===== config.mk =====
export PLATFORM = sky130hd
export DESIGN_NAME = silife_max7219_chain
export DESIGN_NICKNAME = d
export VERILOG_FILES = /design/src/rtl/silife_max7219_chain.sv
export SDC_FILE = /design/constraint.sdc
export NUM_CORES = 1
export LEC_CHECK = 0
export ABC_AREA = 1
export CAP_MARGIN = 0
export CORE_MARGIN = 5
export CORE_UTILIZATION = 25
export CTS_BUF_LIST = sky130_fd_sc_hd__clkbuf_16
export DETAILED_ROUTE_END_ITERATION = 10
export PLACE_DENSITY = 0.4
export RECOVER_POWER = 50
export SLEW_MARGIN = 20
export SYNTH_ARGS = -nofsm -noshare
export SYNTH_HDL_FRONTEND = slang
export SYNTH_SLANG_ARGS = --single-unit

===== constraint.sdc =====
create_clock -name clk -period 4.85 [get_ports clk]
set_input_delay 1.2125 -clock clk [delete_from_list [all_inputs] [get_ports clk]]
set_output_delay 1.2125 -clock clk [all_outputs]
set_load 0.01 [all_outputs]

===== src/rtl/silife_max7219_chain.sv =====
// rtl/silife_max7219_chain.sv - daisy-chained MAX7219 8x8 matrix grid driver with SPI shifter
//
// Ports:
//   clk, reset_n                 system clock, asynchronous active-low reset
//   i_enable                     display on; falling edge shuts the chain down cleanly
//   i_cells [WIDTH]              cells of grid row o_row_select (valid one clk after it changes)
//   i_brightness [4]             intensity; changes while idle are sent as a broadcast
//   i_reverse_columns            bit-reverse every data byte
//   i_serpentine                 odd device-rows mounted rotated 180 degrees
//   i_frame                      frame request (pulse or level), coalesced into one pending flag
//   o_cs, o_sck, o_mosi          SPI to the chain (cs active low, sck idles low)
//   o_busy                       high unless OFF, or IDLE with nothing pending
//   o_row_select [ROW_BITS]      grid row being fetched
//   o_frame_done                 one-clk pulse when a frame completes
module silife_max7219_chain #(
    parameter int SEG_COLS = 4,
    parameter int SEG_ROWS = 4,
    parameter int SCK_DIV  = 2,
    localparam int WIDTH    = 8 * SEG_COLS,
    localparam int HEIGHT   = 8 * SEG_ROWS,
    localparam int ROW_BITS = $clog2(HEIGHT)
) (
    input  logic                clk,
    input  logic                reset_n,
    input  logic                i_enable,
    input  logic [WIDTH-1:0]    i_cells,
    input  logic [3:0]          i_brightness,
    input  logic                i_reverse_columns,
    input  logic                i_serpentine,
    input  logic                i_frame,
    output logic                o_cs,
    output logic                o_sck,
    output logic                o_mosi,
    output logic                o_busy,
    output logic [ROW_BITS-1:0] o_row_select,
    output logic                o_frame_done
);

    localparam int SR_BITS  = (SEG_ROWS > 1) ? $clog2(SEG_ROWS) : 1;
    localparam int SC_BITS  = (SEG_COLS > 1) ? $clog2(SEG_COLS) : 1;
    localparam int DIV_BITS = $clog2(2 * SCK_DIV);

    localparam logic [SR_BITS-1:0]  SR_MAX   = SR_BITS'(SEG_ROWS - 1);
    localparam logic [SC_BITS-1:0]  SC_MAX   = SC_BITS'(SEG_COLS - 1);
    localparam logic [DIV_BITS-1:0] HALF_MAX = DIV_BITS'(SCK_DIV - 1);
    localparam logic [DIV_BITS-1:0] GAP_MAX  = DIV_BITS'(2 * SCK_DIV - 1);

    typedef enum logic [2:0] {
        S_OFF, S_INIT, S_DATA, S_WAKE, S_IDLE, S_BRIGHT, S_SHUT
    } state_t;

    typedef enum logic [2:0] {
        P_NONE, P_FETCH, P_SAMPLE, P_SHIFT, P_GAP
    } phase_t;

    state_t               state, state_next;
    phase_t               phase;
    logic                 pending;
    logic                 first_frame;
    logic                 frame_done;
    logic                 sck_high;
    logic [DIV_BITS-1:0]  half_cnt;
    logic [3:0]           bit_cnt;
    logic [SR_BITS-1:0]   dev_row;
    logic [SC_BITS-1:0]   dev_col;
    logic [3:0]           digit;
    logic [1:0]           init_idx;
    logic [15:0]          shift_reg;
    logic [ROW_BITS-1:0]  row_sel;
    logic [3:0]           bright_sent;

    logic                 tx_end;
    logic                 tx_start;
    logic                 enter_data;
    logic                 last_dev;
    logic                 bright_load;
    logic [3:0]           start_digit;
    logic                 rot;
    logic [SC_BITS-1:0]   src_col;
    logic [7:0]           data_byte;
    logic [15:0]          tx_word;

    function automatic logic is_tx(input state_t s);
        return !(s == S_OFF || s == S_IDLE);
    endfunction

    function automatic logic [7:0] rev8(input logic [7:0] b);
        logic [7:0] r;
        for (int i = 0; i < 8; i++) r[i] = b[7-i];
        return r;
    endfunction

    // Grid row for digit d of device-row r; rotated device-rows read their rows bottom-up.
    function automatic logic [ROW_BITS-1:0] row_of(input logic [SR_BITS-1:0] r,
                                                    input logic [3:0] d,
                                                    input logic serp);
        logic [2:0] off;
        off = (serp && r[0]) ? 3'(4'd8 - d) : 3'(d - 4'd1);
        return ROW_BITS'({r, off});
    endfunction

    assign tx_end     = (phase == P_GAP) && (half_cnt == GAP_MAX);
    // A new transaction begins after an OFF/IDLE decision, or back-to-back after the gap.
    assign tx_start   = is_tx(state_next) && (!is_tx(state) || tx_end);
    assign enter_data = (state != S_DATA) && (state_next == S_DATA);
    assign last_dev   = (dev_row == '0) && (dev_col == '0);
    assign start_digit = (state == S_DATA) ? digit + 4'd1 : 4'd1;
    assign bright_load = (phase == P_FETCH) && (dev_row == SR_MAX) && (dev_col == SC_MAX) &&
                         ((state == S_INIT && init_idx == 2'd3) || state == S_BRIGHT);

    // Word for the device currently addressed.
    always_comb begin
        rot       = i_serpentine && dev_row[0];
        src_col   = rot ? (SC_MAX - dev_col) : dev_col;
        data_byte = i_cells[{src_col, 3'b000} +: 8];
        if (rot) data_byte = rev8(data_byte);
        if (i_reverse_columns) data_byte = rev8(data_byte);
        tx_word = 16'h0000;
        case (state)
            S_INIT: begin
                case (init_idx)
                    2'd0:    tx_word = 16'h0F00;
                    2'd1:    tx_word = 16'h0B07;
                    2'd2:    tx_word = 16'h0900;
                    default: tx_word = {12'h0A0, bright_sent};
                endcase
            end
            S_DATA:   tx_word = {4'h0, digit, data_byte};
            S_WAKE:   tx_word = 16'h0C01;
            S_BRIGHT: tx_word = {12'h0A0, bright_sent};
            S_SHUT:   tx_word = 16'h0C00;
            default:  tx_word = 16'h0000;
        endcase
    end

    // State register plus request/flag bookkeeping.
    always_ff @(posedge clk or negedge reset_n) begin
        if (!reset_n) begin
            state       <= S_OFF;
            pending     <= 1'b0;
            first_frame <= 1'b0;
            frame_done  <= 1'b0;
        end else begin
            state <= state_next;
            // A request arriving in the consuming cycle is newer, so it survives.
            if (i_frame)
                pending <= 1'b1;
            else if (enter_data)
                pending <= 1'b0;
            if (state == S_INIT && state_next == S_DATA)
                first_frame <= 1'b1;
            else if (state == S_DATA && state_next != S_DATA)
                first_frame <= 1'b0;
            frame_done <= (state == S_DATA || state == S_WAKE) && (state_next == S_IDLE);
        end
    end

    // Next-state logic.
    always_comb begin
        state_next = state;
        case (state)
            S_OFF:
                if (i_enable) state_next = S_INIT;
            S_IDLE: begin
                if (!i_enable)                        state_next = S_SHUT;
                else if (i_brightness != bright_sent) state_next = S_BRIGHT;
                else if (pending)                     state_next = S_DATA;
            end
            S_INIT:
                if (tx_end) begin
                    if (!i_enable)              state_next = S_SHUT;
                    else if (init_idx == 2'd3)  state_next = S_DATA;
                end
            S_DATA:
                if (tx_end) begin
                    if (!i_enable)            state_next = S_SHUT;
                    else if (digit == 4'd8)   state_next = first_frame ? S_WAKE : S_IDLE;
                end
            S_WAKE:   if (tx_end) state_next = S_IDLE;
            S_BRIGHT: if (tx_end) state_next = S_IDLE;
            S_SHUT:   if (tx_end) state_next = S_OFF;
            default:  state_next = S_OFF;
        endcase
    end

    // Outputs.
    always_comb begin
        o_cs         = !(phase == P_FETCH || phase == P_SAMPLE || phase == P_SHIFT);
        o_sck        = (phase == P_SHIFT) && sck_high;
        o_mosi       = (phase == P_SHIFT) && shift_reg[15];
        o_busy       = !(state == S_OFF || (state == S_IDLE && !pending));
        o_row_select = row_sel;
        o_frame_done = frame_done;
    end

    // Word sequencer and SPI shifter.
    always_ff @(posedge clk or negedge reset_n) begin
        if (!reset_n) begin
            phase       <= P_NONE;
            sck_high    <= 1'b0;
            half_cnt    <= '0;
            bit_cnt     <= '0;
            dev_row     <= '0;
            dev_col     <= '0;
            digit       <= '0;
            init_idx    <= '0;
            shift_reg   <= '0;
            row_sel     <= '0;
            bright_sent <= '0;
        end else if (tx_start) begin
            phase    <= P_FETCH;
            sck_high <= 1'b0;
            half_cnt <= '0;
            bit_cnt  <= '0;
            dev_row  <= SR_MAX;
            dev_col  <= SC_MAX;
            if (state_next == S_INIT)
                init_idx <= (state == S_INIT) ? init_idx + 2'd1 : 2'd0;
            if (state_next == S_DATA) begin
                digit   <= start_digit;
                row_sel <= row_of(SR_MAX, start_digit, i_serpentine);
            end
        end else begin
            case (phase)
                P_FETCH: begin
                    phase <= P_SAMPLE;
                    if (bright_load) bright_sent <= i_brightness;
                end
                P_SAMPLE: begin
                    shift_reg <= tx_word;
                    phase     <= P_SHIFT;
                end
                P_SHIFT: begin
                    if (half_cnt != HALF_MAX) begin
                        half_cnt <= half_cnt + 1'b1;
                    end else begin
                        half_cnt <= '0;
                        if (!sck_high) begin
                            sck_high <= 1'b1;
                        end else begin
                            sck_high <= 1'b0;
                            if (bit_cnt != 4'd15) begin
                                bit_cnt   <= bit_cnt + 4'd1;
                                shift_reg <= {shift_reg[14:0], 1'b0};
                            end else begin
                                bit_cnt <= '0;
                                if (last_dev) begin
                                    phase <= P_GAP;
                                end else begin
                                    phase <= P_FETCH;
                                    if (dev_col == '0) begin
                                        dev_col <= SC_MAX;
                                        dev_row <= dev_row - 1'b1;
                                        if (state == S_DATA)
                                            row_sel <= row_of(dev_row - 1'b1, digit, i_serpentine);
                                    end else begin
                                        dev_col <= dev_col - 1'b1;
                                    end
                                end
                            end
                        end
                    end
                end
                P_GAP: begin
                    if (half_cnt == GAP_MAX) begin
                        half_cnt <= '0;
                        phase    <= P_NONE;
                    end else begin
                        half_cnt <= half_cnt + 1'b1;
                    end
                end
                default: phase <= P_NONE;
            endcase
        end
    end

endmodule

After elaboration in Yosys (flattened, before gate mapping)
Cells that the tools add are included.
{"block": "op_classes", "addsub": 11, "n_mul": 0, "n_div": 0, "order_cmp": 0, "n_eq_ne": 36, "shift": 1, "n_mux": 74, "bitwise": 1, "n_reduce_logical": 52}
{"cell": "$mux W3", "count": 21}
{"cell": "$pmux W12 S5", "count": 1}
{"cell": "$mux W16", "count": 3}
{"cell": "$mux W5", "count": 9}
{"cell": "$mux W2", "count": 19}
{"cell": "$pmux W11 S3", "count": 1}
{"cell": "$pmux W16 S2", "count": 1}
{"cell": "$shiftx A32 B6 Y8", "count": 1}
{"cell": "$mux W4", "count": 6}
{"cell": "$pmux W3 S6", "count": 1}
{"cell": "$logic_and A1 B1 Y1", "count": 16}
{"cell": "$mux W8", "count": 2}
{"cell": "$eq A3 B2 Y1 const B", "count": 5}
{"cell": "$eq A3 B3 Y1 const B", "count": 5}
{"cell": "$reduce_bool A2 Y1", "count": 7}
{"cell": "$pmux W3 S4", "count": 1}
{"cell": "$eq A2 B2 Y1 const B", "count": 5}
{"cell": "$ne A2 B2 Y1 const B", "count": 5}
{"cell": "$reduce_and A5 Y1", "count": 2}
{"cell": "$eq A3 B1 Y1 const B", "count": 3}
{"cell": "$ne A3 B2 Y1 const B", "count": 3}
{"cell": "$ne A3 B3 Y1 const B", "count": 3}
{"cell": "$add A4 B1 Y4 const B", "count": 2}
{"cell": "$logic_or A1 B1 Y1", "count": 8}
{"cell": "other kinds (23)", "count": 45}
{"block": "word_totals", "regBits": 51, "latchBits": 0, "ram_bits": 0, "mem_bits_ro": 0, "inputBits": 42, "output_inout_bits": 10, "wordCells": 190, "memories": 0}

Depth between registers and ports, before layout
{"block": "depth", "depth_word": 11, "ltp_mapped": 15, "ltp_nobuf": 15}

Least setup slack after synthesis
No wires, ideal clock.
{"block": "synth_timing", "kind": "input port to flip-flop", "startpoint": "input i_brightness[1]", "endpoint": "register shift_reg[10]", "setup_ps": 126, "t_arrival_ps": 2508, "t_required_ps": 4724, "slack_ps": 2216, "cell_stages": 12, "n_path_buf": 1, "cell_sequence": "inv_1 > nand2_1 > nand2_1 > nor2_1 > nand3_1 > nand2_1 > nand3_2 > o21bai_4 > nand3_4 > nor2_8 > buf_6 > o21ai_0"}
{"block": "synth_between", "elab_chain_len": 10, "word_cells_on_any_way": 11, "cone_classes": "2 x eq/ne; 3 x mux; 1 x bitwise; 5 x reduce/logical"}
{"element": "start, declared", "line": "27", "rtl": "input logic [3:0] i_brightness,"}
{"element": "$ne A4 B4 Y1 (*)", "line": "166", "rtl": "else if (i_brightness != bright_sent) state_next = S_BRIGHT;"}
{"element": "$mux W3 (*)", "line": "166"}
{"element": "$mux W3 (*)", "line": "165", "rtl": "if (!i_enable) state_next = S_SHUT;"}
{"element": "$pmux W3 S6 (*)", "line": "161", "rtl": "case (state)"}
{"element": "named net state_next[0]", "line": "56", "rtl": "state_t state, state_next;"}
{"element": "$eq A3 B3 Y1 / $logic_not A3 Y1 (equally long branches)", "line": "84", "rtl": "return !(s == S_OFF || s == S_IDLE);"}
{"element": "$logic_or A1 B1 Y1 (*)", "line": "84"}
{"element": "$logic_not A1 Y1 (*)", "line": "84"}
{"element": "$logic_and A1 B1 Y1 (*)", "line": "104", "rtl": "assign tx_start = is_tx(state_next) && (!is_tx(state) || tx_end);"}
{"element": "$not A1 Y1 (no line) (*)"}
{"element": "$reduce_and A5 Y1 (no line) (*)"}
{"element": "end signal, assigned", "line": "230", "rtl": "shift_reg <= tx_word;"}
{"element": "end signal, assigned", "line": "244", "rtl": "shift_reg <= {shift_reg[14:0], 1'b0};"}
{"element": "end, declared", "line": "68", "rtl": "logic [15:0] shift_reg;"}
Mark *: on every way through the listed nets, which the timed path passes. The rest lies on a longest branch.
A chain may end at the register's enable or synchronous reset.

Worst setup path after layout
{"block": "layout_timing", "startpoint": "input i_serpentine", "endpoint": "register shift_reg[3]"}
{"block": "layout_between", "elab_chain_len": 7}
{"element": "start, declared", "line": "29", "rtl": "input logic i_serpentine,"}
{"element": "$logic_and A1 B1 Y1 (*)", "line": "113", "rtl": "rot = i_serpentine && dev_row[0];"}
{"element": "$mux W2", "line": "114", "rtl": "src_col = rot ? (SC_MAX - dev_col) : dev_col;"}
{"element": "$shiftx A32 B6 Y8", "line": "115", "rtl": "data_byte = i_cells[{src_col, 3'b000} +: 8];"}
{"element": "$mux W8 (*)", "line": "116", "rtl": "if (rot) data_byte = rev8(data_byte);"}
{"element": "$mux W8 (*)", "line": "117", "rtl": "if (i_reverse_columns) data_byte = rev8(data_byte);"}
{"element": "$pmux W12 S5 (*)", "line": "119", "rtl": "case (state)"}
{"element": "$pmux W16 S2 (*)", "line": "224", "rtl": "case (phase)"}
Every way passes the cells marked *; elsewhere a longest branch is shown, timed or not.

==> flow_metrics.py <==
metrics = {
    "place": {
        "gp_congestion": 0.820,
        "placed_area_um2": 4400,
        "pre_cts_slack_ns": 0.711,
        "dpl.hpwl_um": 8440,
        "numPortBuffers": 51,
    },
    "cells_and_area": {
        "finalNetCount": 642,
        "drive_gt1_frac": 0.0600,
        "nFillCells": 1632,
        "n_antenna_cell": 0,
        "final_area_um2": 4530,
        "syn2layout_area_growth_pct": 22.2,
        "largest_reg_flops": 16,
    },
    "floorplanning": {
        "die_width_um": 132,
        "core_area_um2": 14500,
        "initial_core_util": 0.255,
        "die_area_um2": 17300,
        "rows": 44,
        "io_pins": 52,
        "die_y_um": 132,
    },
    "routing": {
        "vias": 3594,
        "drt_pass1_iterations": 4,
        "post_drt_wl_per_cell_um": 14.4,
        "drc_errors": 0,
        "viasPerCell": 4.69,
        "wl_um": 11000,
        "antenna_left": 0,
        "drt_iter0_markers": 201,
    },
    "global_routing": {
        "grt_pass1_vias": 3586,
        "antenna_found_initial": 0,
        "overflow": 0,
        "grt_pass1_wl_um": 18500,
        "track_usage": 0.128,
        "grt_max_degree": 35,
    },
    "power": {
        "seqPwrFrac": 0.297,
        "ir_worst_vdd_uv": 142,
        "power.switching_mw": 1.01,
        "power.internal_mw": 1.13,
        "clkPwrFrac": 0.165,
        "power.share.switching": 0.473,
        "combPwrFrac": 0.539,
        "p_leak_nw": 2.20,
        "cellPowerDensity_nw_per_um2": 473,
    },
    "sta": {
        "fin_worst_skew_ns": 0.00638,
        "fmax_ghz": 0.263,
        "hold_violations": 0,
        "fin_ws_ns": 1.05,
        "final_max_slew_viol_count": 35,
        "fin_crit_sh": 0.784,
        "setup_viol": 0,
        "tightest_slew_ns": 2.13,
        "rsz0062_at_grt": "false",
        "max_slew_margin": -0.419,
        "fin_crit_ns": 3.80,
        "fin_setup_tns_ns": 0,
    },
    "clock_tree": {
        "postCtsSetupRepairBufs": 0,
        "cts-buffers-inserted": 5,
        "path_clk_slew_ns": 0.07,
        "cts_tree": "done",
        "cts_buffer_depth": 2,
        "cts.sinks": 51,
        "ctsResizeCount": 0,
        "htreeDepth": 2,
        "hold_buffers": 0,
        "clkLatencyLatePin_ns": 0.29,
        "ctsRootBufferMaster": "clkbuf_16",
    },
    "yosys": {
        "synth_edf_count": 0,
        "synth.distinct_cells": 41,
        "postSynthNetCount": 592,
        "syn_area_um2": 3700,
        "synth_warnings": 0,
        "ys_seq_elements": 51,
        "synth_top_area_frac": 0.345,
        "yosysTopAreaCell": "dfrtp_1",
        "async_reset_ff_frac": 1.00,
        "synthTopCellsByArea": "dfrtp_1, nand2_1, nand3_1",
        "synth_ff_type": "dfrtp_1",
        "syn_area_per_cell_um2": 6.95,
        "syn-instance-count": 533,
        "ys_seq_area_frac": 0.345,
    },
    "hold_path": {
        "holdCritPathClass": "register to register",
    },
    "worst_setup_path": {
        "required_ns": 5.04,
        "start_kind": "primary input",
        "setup.worst_path.class": "primary input to register",
        "crit_path_end_kind": "register",
        "cp_max_fo": 16,
        "cp.arrival_ns": 3.99,
    },
    "run": {
        "cap_violations": 1,
    },
    "status": {
        "status": "finished, violations left",
        "violations": "max-capacitance violations, max-slew violations",
    },
}
-- cell usage in the layout (no fill, tap or decap), types with 2 or more instances in the layout --
cell type,n
nand2_1,176
nand3_1,84
dfrtp_1,51
inv_1,50
o21ai_0,50
clkdlybuf4s50_1,46
nor2_1,28
ha_1,17
a21oi_1,9
xor2_1,9
nor2_2,5
nor3_1,5
clkbuf_16,5
nand2_2,4
dlygate4sd3_1,4
inv_2,3
nand4_1,3
nand3_2,2
clkinv_2,2
nand3_4,2
or2_2,2
o21ai_1,2
clkinv_1,2
o211ai_1,2
clkbuf_1,2
buf_4,2
-- cell usage after synthesis (2+ instances only) --
| master | instances |
|---|---|
| o21ai_0 | 50 |
| nand3_2 | 2 |
| buf_6 | 2 |
| nand4_1 | 3 |
| nand3_1 | 84 |
| nor3_1 | 5 |
| nand3_4 | 2 |
| inv_1 | 50 |
| nand2_1 | 176 |
| xor2_1 | 9 |
| nor2_2 | 5 |
| o21ai_1 | 2 |
| clkbuf_1 | 5 |
| or2_2 | 2 |
| nand2_2 | 4 |
| a21oi_1 | 9 |
| ha_1 | 17 |
| buf_2 | 3 |
| o211ai_1 | 2 |
| nor2_1 | 28 |
| dfrtp_1 | 51 |
| inv_2 | 3 |
-- cells by family after synthesis --
logic type               count (synthesis)  synth area share
AND/OR/NAND/NOR                        318             0.390
AO/OA/AOI/OAI                           70             0.106
buffers and inverters                   66            0.0733
flip-flops                              51             0.345
adder cells (fa/ha/maj)                 17            0.0575
XOR/XNOR                                11            0.0281
-- critical path, cell delays in order --
cell	delay [ns]
clkdlybuf4s50_1	0.54
nand2_1	0.46
clkinv_1	0.41
nand2_1	0.14
nand2_1	0.31
nand2_1	0.17
nand3_1	0.14
nand3_1	0.15
nand3_1	0.09
nand3_1	0.11
nand2_1	0.06
nand2_1	0.05
nand2_1	0.04
nand2_1	0.05
nand2_1	0.04
-- power by group through the flow --
stage          registers (mW)  clock network [mW]  logic (mW)
3_3_place_gp            0.645                   0        1.16
3_5_place_dp            0.646                   0        1.17
4_1_cts                 0.638               0.366        1.17
5_1_grt                 0.654               0.380        1.33
6_report                0.635               0.353        1.15
2_1_floorplan           0.617                   0       0.873
-- metal layers --
layer | vias to the layer above | wire (um) | track usage
met1 | 1677 | 5550 | 0.176
li1 | 1834 | - | -
met3 | 10 | 352 | 0.0218
met2 | 73 | 4970 | 0.210
met5 | - | 0 | 0
met4 | 0 | 150 | 0.0291
-- worst paths after layout --
check / start / endpoint / slack, ns / cells after the start
hold / removal: o_row_select[1] / o_row_select[1] / 0.48 / 2
setup reg to reg: state[1] / shift_reg[15] / 2.11 / 9
max in group asynchronous: reset_n / shift_reg[9] / 1.28 / 2
hold reg to reg: o_row_select[1] / o_row_select[1] / 0.48 / 2
setup / recovery: i_serpentine / shift_reg[3] / 1.05 / 15
min in group asynchronous: reset_n / o_row_select[2] / 1.05 / 1
-- final cells by class --
| type | instances | area (um2) | area share |
|---|---|---|---|
| clock buffers | 5 | 125 | 0.0276 |
| multi-input cells | 416 | 2150 | 0.476 |
| inverters | 55 | 208 | 0.0459 |
| flip-flops and latches | 51 | 1280 | 0.282 |
| well taps | 184 | 230 | 0.0509 |
| repair buffers | 54 | 523 | 0.116 |
| clock inverters | 2 | 8.76 | 0.00194 |
-- through the flow --
stage / total power [mW] / std cells / hold WS (ns) / utilization
global route: 2.36 / 767 / 0.497 / 0.311
finish: 2.14 / 767 / 0.477 / 0.311
global placement: 1.80 / 760 / 0.465 / 0.303
floorplan: 1.49 / 533 / 0.449 / -
detailed placement: 1.81 / 760 / 0.463 / 0.303
CTS: 2.18 / 767 / 0.488 / 0.312
(Power assumes the default switching activity.)
